--- src/rtl/mult_nxn_seq.sv ---
// ---------------------------------------------------------------------------
// mult_nxn_seq
//
// Time-multiplexed WIDTH x WIDTH multiplier built from two half-width
// (H = WIDTH/2) multipliers. Each operand is split into low and high halves.
// The four half-products are produced over two cycles and accumulated into
// a 2*WIDTH result. Optional per-transaction two's complement mode works on
// operand magnitudes and negates the final sum.
//
// Ports:
//   clk          rising-edge clock
//   rst_n        asynchronous active-low reset
//   in_valid     operands and mode valid
//   in_ready     block can accept operands this cycle (from state/out_ready)
//   in_1         multiplicand, WIDTH bits
//   in_2         multiplier, WIDTH bits
//   signed_mode  1 = in_1/in_2 are two's complement (sampled at accept)
//   out_valid    prod holds a finished result
//   out_ready    downstream consumes prod
//   prod         registered product, 2*WIDTH bits
//
// Timing: accept edge E0 captures magnitudes, E1 accumulates the bL
// products, E2 adds the bH products and raises out_valid. Result stays
// stable until consumed. With out_ready held high a new accept can coincide
// with the consume edge, giving one result every 3 cycles.
// ---------------------------------------------------------------------------
module mult_nxn_seq #(
  parameter int WIDTH     = 8,
  parameter int SIGNED_EN = 1
) (
  input  logic               clk,
  input  logic               rst_n,
  input  logic               in_valid,
  output logic               in_ready,
  input  logic [WIDTH-1:0]   in_1,
  input  logic [WIDTH-1:0]   in_2,
  input  logic               signed_mode,
  output logic               out_valid,
  input  logic               out_ready,
  output logic [2*WIDTH-1:0] prod
);

  localparam int H  = WIDTH / 2;
  localparam int PW = 2 * WIDTH;

  generate
    if ((WIDTH < 4) || ((WIDTH % 2) != 0)) begin : g_bad_width
      $error("mult_nxn_seq: WIDTH must be even and at least 4");
    end
  endgenerate

  // Encoding kept identical to the legacy state constants.
  typedef enum logic [1:0] {
    IDLE = 2'd0,
    LO   = 2'd1,
    HI   = 2'd2,
    OUT  = 2'd3
  } state_t;

  state_t state;
  state_t state_nxt;

  // Captured operand magnitudes and result sign.
  logic [WIDTH-1:0] a_mag;
  logic [WIDTH-1:0] b_mag;
  logic             neg_q;

  // Partial sum carried from LO into HI.
  logic [PW-1:0]    acc;

  // ------------------------------------------------------------------------
  // Handshake
  // ------------------------------------------------------------------------
  logic accept;

  always_comb begin
    in_ready = (state == IDLE) || ((state == OUT) && out_ready);
  end

  always_comb begin
    accept = in_valid && in_ready;
  end

  // ------------------------------------------------------------------------
  // Operand conditioning at accept
  // ------------------------------------------------------------------------
  logic             use_signed;
  logic [WIDTH-1:0] mag_1;
  logic [WIDTH-1:0] mag_2;
  logic             neg_in;

  always_comb begin
    use_signed = (SIGNED_EN != 0) && signed_mode;
  end

  // Two's complement negation in WIDTH bits: the most negative value maps to
  // 2^(WIDTH-1), which is exactly representable as an unsigned magnitude.
  always_comb begin
    mag_1 = in_1;
    mag_2 = in_2;
    if (use_signed && in_1[WIDTH-1]) begin
      mag_1 = '0 - in_1;
    end
    if (use_signed && in_2[WIDTH-1]) begin
      mag_2 = '0 - in_2;
    end
  end

  always_comb begin
    neg_in = use_signed && (in_1[WIDTH-1] ^ in_2[WIDTH-1]);
  end

  // ------------------------------------------------------------------------
  // Half-width multipliers
  //
  // Both multipliers share the b-half selected by state: bL outside HI,
  // bH in HI. Multiplier 1 always takes aL, multiplier 2 always takes aH.
  // In IDLE/OUT the products are computed but unused.
  // ------------------------------------------------------------------------
  logic [H-1:0]     mul_b_sel;
  logic [WIDTH-1:0] mul1_p;
  logic [WIDTH-1:0] mul2_p;
  logic [PW-1:0]    mul1_w;
  logic [PW-1:0]    mul2_w;

  always_comb begin
    mul_b_sel = (state == HI) ? b_mag[WIDTH-1:H] : b_mag[H-1:0];
  end

  always_comb begin
    mul1_p = {{H{1'b0}}, a_mag[H-1:0]}     * {{H{1'b0}}, mul_b_sel};
    mul2_p = {{H{1'b0}}, a_mag[WIDTH-1:H]} * {{H{1'b0}}, mul_b_sel};
  end

  always_comb begin
    mul1_w = {{WIDTH{1'b0}}, mul1_p};
    mul2_w = {{WIDTH{1'b0}}, mul2_p};
  end

  // ------------------------------------------------------------------------
  // Accumulation
  // ------------------------------------------------------------------------
  logic [PW-1:0] acc_lo;
  logic [PW-1:0] sum_hi;
  logic [PW-1:0] prod_nxt;

  // LO: aL*bL + (aH*bL << H)
  always_comb begin
    acc_lo = mul1_w + (mul2_w << H);
  end

  // HI: acc + (aL*bH << H) + (aH*bH << 2H); the full magnitude product is
  // below 2^(2*WIDTH), so nothing is lost in PW bits.
  always_comb begin
    sum_hi = acc + (mul1_w << H) + (mul2_w << (2 * H));
  end

  // Negating zero yields zero, so a zero operand in signed mode is safe.
  always_comb begin
    prod_nxt = neg_q ? ('0 - sum_hi) : sum_hi;
  end

  // ------------------------------------------------------------------------
  // State sequencing
  // ------------------------------------------------------------------------
  always_comb begin
    state_nxt = state;
    case (state)
      IDLE: begin
        if (accept) begin
          state_nxt = LO;
        end
      end
      LO: begin
        state_nxt = HI;
      end
      HI: begin
        state_nxt = OUT;
      end
      OUT: begin
        if (out_ready) begin
          state_nxt = accept ? LO : IDLE;
        end
      end
      default: begin
        state_nxt = IDLE;
      end
    endcase
  end

  always_ff @(posedge clk or negedge rst_n) begin
    if (!rst_n) begin
      state <= IDLE;
    end else begin
      state <= state_nxt;
    end
  end

  // ------------------------------------------------------------------------
  // Datapath registers
  // ------------------------------------------------------------------------
  always_ff @(posedge clk or negedge rst_n) begin
    if (!rst_n) begin
      a_mag <= '0;
      b_mag <= '0;
      neg_q <= 1'b0;
    end else if (accept) begin
      a_mag <= mag_1;
      b_mag <= mag_2;
      neg_q <= neg_in;
    end
  end

  always_ff @(posedge clk or negedge rst_n) begin
    if (!rst_n) begin
      acc <= '0;
    end else if (state == LO) begin
      acc <= acc_lo;
    end
  end

  // prod only changes on the HI edge, so it is naturally held through OUT
  // and keeps its last value after the consume.
  always_ff @(posedge clk or negedge rst_n) begin
    if (!rst_n) begin
      prod <= '0;
    end else if (state == HI) begin
      prod <= prod_nxt;
    end
  end

  always_ff @(posedge clk or negedge rst_n) begin
    if (!rst_n) begin
      out_valid <= 1'b0;
    end else if (state == HI) begin
      out_valid <= 1'b1;
    end else if ((state == OUT) && out_ready) begin
      out_valid <= 1'b0;
    end
  end

endmodule

--- config.mk ---
export PLATFORM = sky130hd
export DESIGN_NAME = mult_nxn_seq
export DESIGN_NICKNAME = d
export VERILOG_FILES = /design/src/rtl/mult_nxn_seq.sv
export SDC_FILE = /design/constraint.sdc
export NUM_CORES = 1
export LEC_CHECK = 0
export ABC_AREA = 1
export BUFFER_PORTS_ARGS = -buffer_cell sky130_fd_sc_hd__buf_2
export CORE_MARGIN = 2
export CORE_UTILIZATION = 50
export CTS_BUF_LIST = sky130_fd_sc_hd__clkbuf_16
export CTS_CLUSTER_DIAMETER = 30
export DETAILED_ROUTE_END_ITERATION = 12
export PLACE_DENSITY_LB_ADDON = 0.08
export RECOVER_POWER = 100
export SYNTH_ARGS = -nofsm -noshare
export SYNTH_HDL_FRONTEND = slang
export SYNTH_SLANG_ARGS = --single-unit
export TNS_END_PERCENT = 5
--- constraint.sdc ---
create_clock -name clk -period 5.05 [get_ports clk]
set_input_delay 1.01 -clock clk [delete_from_list [all_inputs] [get_ports clk]]
set_output_delay 1.01 -clock clk [all_outputs]
set_load 0.02 [all_outputs]
==> impl_metrics.csv <==
group,metric,value,unit
synth,ys_types,35,
place,place.gp.congestion,0.861,
sta,max_freq,202,MHz
setup_path,cp.required,5.24,ns
cells_and_area,drive_above_1_share,18.7,%
synth,yosysSeqAreaShare,28.0,%
detailed_routing,wirelength,9.53,mm
cts,clock-sinks,49,
cts,ctsHoldBuffers,0,
detailed_routing,wl_per_cell,12.0,µm
cells_and_area,fin_cells,792,
sta,clock_skew,0.00578,ns
synth,ys_ff_latch,49,
die,num_rows,34,
setup_path,path_common_cell,"nand2_1",
cts,cts_tree,"done",
cells_and_area,stdcell_area,5290,µm²
synth,syn_nets,689,
sta,timing.final.crit_share,97.9,%
sta,finalHoldViolations,0,
cts,clock_path_buffers,2,
synth,syn_inst,604,
detailed_routing,drt_iter0_drc,109,
die,fp.dieW,97.6,µm
die,die_area,9520,µm²
run_status,status,"complete, but fails checks",
cts,numCtsBuffers,5,
place,place_hpwl,7.53,mm
detailed_routing,via_per_inst,4.97,
cells_and_area,layout.cells.most_common,"nand2_1",
die,die_h,97.6,µm
synth,ys.warnings.count,0,
flow_run,max-cap-violations,1,
setup_path,worstRegToRegCells,29,
place,place_inst,771,
cells_and_area,fillCellCount,806,
setup_path,critPathMaxFanout,6,
setup_path,start_kind,"register",
detailed_routing,drc,0,
setup_path,crit_arrival,5.13,ns
cells_and_area,multi_input_area,2850,µm²
global_route,grt_usage,21.2,%
cts,clk_latency,0.29,ns
sta,worst-slew-pin-transition,2.73,ns
sta,rsz0062_at_grt,"true",
detailed_routing,dr_total_vias,3938,
min_path,hold_class,"reg2reg",
setup_path,r2r_start,"state[1]$_DFFE_PN0P_",
synth,avgSynthCellArea,7.25,µm²
cells_and_area,num_antenna_cells,0,
setup_path,cp_slowest_cell,"fa_1",
detailed_routing,dr.pass1.iters,4,
cells_and_area,nNetsFinal,768,
setup_path,end_kind,"register",
detailed_routing,ant_nets,0,
global_route,grt-ovfl-total,0,
min_path,holdPathEnd,"prod[13]$_DFFE_PN0P_",
min_path,hp-start,"prod[13]$_DFFE_PN0P_",
cells_and_area,layout_common_cells,"nand2_1, inv_1, dfrtp_1",
synth,netlist_area,4380,µm²
global_route,grt_pass1_vias,3991,
cts,cts.clk_slew.worst_paths,0.07,ns
place,dpl_cell_area,4900,µm²
sta,post-route-min-period,4.94,ns
setup_path,crit_path_max_incr_delay,0.56,ns
setup_path,crit_family,"adder cells",
setup_path,r2r_end,"prod[15]$_DFFE_PN0P_",
sta,drv_slew,50,
die,ios,39,
cells_and_area,area_delta_synth_final,20.9,%
run_status,violations,"max-capacitance violations, max-slew violations",
setup_path,rrSetupSlack,0.11,ns
cts,cts_max_level,2,
setup_path,crit_buf_inv,6,
global_route,antenna_found_initial,0,
sta,tns,0,ns
global_route,grt_pass1_wl,17.0,mm
sta,slew_headroom,-82.0,%
setup_path,path_class,"reg2reg",
die,initial_utilization,50.9,%
place,io_buffers,38,
min_path,worstHoldPathCells,2,
cells_and_area,regArea,1230,µm²
die,core,8590,µm²
cts,root_buffer,"clkbuf_16",
sta,setup_viol,0,
global_route,grt_max_degree,50,
-- tightest hold or removal path, delay by kind of cell (launching register included) --
family | cells | cell delay (ns)
and+or+nand+nor | 2 | 0.10
DFF | 1 | 0.35
-- worst max-delay path by stage --
stage                              start                    to  slack (ns)  cells after the start
floorplan           state[0]$_DFFE_PN0P_  prod[15]$_DFFE_PN0P_        0.02                     35
global placement    state[1]$_DFFE_PN0P_  prod[15]$_DFFE_PN0P_       -0.05                     30
detailed placement  state[0]$_DFFE_PN0P_  prod[15]$_DFFE_PN0P_       -0.20                     30
CTS                 state[0]$_DFFE_PN0P_  prod[15]$_DFFE_PN0P_       0.002                     31
global route        state[1]$_DFFE_PN0P_  prod[15]$_DFFE_PN0P_       -0.25                     33
finish              state[1]$_DFFE_PN0P_  prod[15]$_DFFE_PN0P_        0.11                     29
-- kinds of logic after synthesis --
family,after synthesis,synth area share [%]
buf+inv,127,11.1
compound gates,79,9.63
fa+ha+maj,64,20.7
flops,49,28.0
xor+xnor,28,5.60
simple gates,257,25.0
-- layout make-up --
| cell class | count | share of cell area (%) |
|---|---|---|
| tap | 108 | 2.55 |
| multi-input combinational | 428 | 53.9 |
| sequential | 49 | 23.2 |
| inverter | 118 | 8.37 |
| clock buffer | 5 | 2.36 |
| clock inverter | 3 | 0.426 |
| timing repair buffer | 81 | 9.17 |
-- layer usage --
metal	part of all wire [%]	global-route usage (%)	vias to the layer above
met2	52	39.7	56
met4	1.7	5.98	0
met3	2.1	2.45	14
met1	44	25.3	1820
met5	0	0	-
li1	-	-	2048
-- metrics by stage --
step	hold WS [ns]	worst slack [ns]	util (%)
finish	0.480	0.105	61.6
global placement	0.460	-0.0529	57.0
global route	0.514	-0.247	61.6
CTS	0.481	0.00231	60.5
floorplan	0.446	0.0223	-
detailed placement	0.464	-0.196	57.0
-- state kept, by name, summed over array words and instances (netlist names) --
| name | cells |
|---|---|
| out_valid | 1 |
| b_mag | 8 |
| acc | 13 |
| neg_q | 1 |
| state | 2 |
| a_mag | 8 |
| prod | 16 |
-- synthesized netlist by cell type --
| cell | number | area, µm² |
|---|---|---|
| a21oi_1 | 15 | 75.1 |
| and2_1 | 1 | 6.26 |
| nor3b_1 | 1 | 7.51 |
| nor3_2 | 1 | 10.0 |
| nor3_1 | 4 | 20.0 |
| o31ai_1 | 1 | 7.51 |
| o22ai_1 | 1 | 6.26 |
| xnor2_1 | 9 | 78.8 |
| inv_2 | 1 | 3.75 |
| nor2_1 | 43 | 161 |
| a22oi_1 | 1 | 7.51 |
| a31oi_1 | 3 | 18.8 |
| dfrtp_1 | 49 | 1230 |
| ha_1 | 50 | 626 |
| nor4_1 | 2 | 12.5 |
| nand2_4 | 1 | 11.3 |
| nand3_2 | 1 | 10.0 |
| xor2_1 | 19 | 166 |
| clkbuf_1 | 7 | 26.3 |
| nand3_1 | 29 | 145 |
| nand2_2 | 3 | 18.8 |
| nand4_1 | 8 | 50.1 |
| o211ai_1 | 3 | 22.5 |
| nor2_2 | 3 | 18.8 |
| buf_2 | 1 | 5.00 |
| or2_2 | 2 | 12.5 |
| buf_6 | 1 | 11.3 |
| nand3b_1 | 4 | 30.0 |
| clkinv_1 | 1 | 3.75 |
| nand2_1 | 154 | 578 |
| fa_1 | 14 | 280 |
| a22o_1 | 1 | 8.76 |
| inv_1 | 116 | 435 |
| o21bai_1 | 2 | 15.0 |
| o21ai_0 | 52 | 260 |
-- timing repair --
item | in CTS | in global routing
resized for setup | 14 | 36
setup endpoints to repair | 5 | 12
setup buffers | 10 | 4
pin swaps | 7 | 26
Power is left out: the tool's default activity adds up to more than one toggle a clock period on the data nets, which glitch-free logic cannot reach.
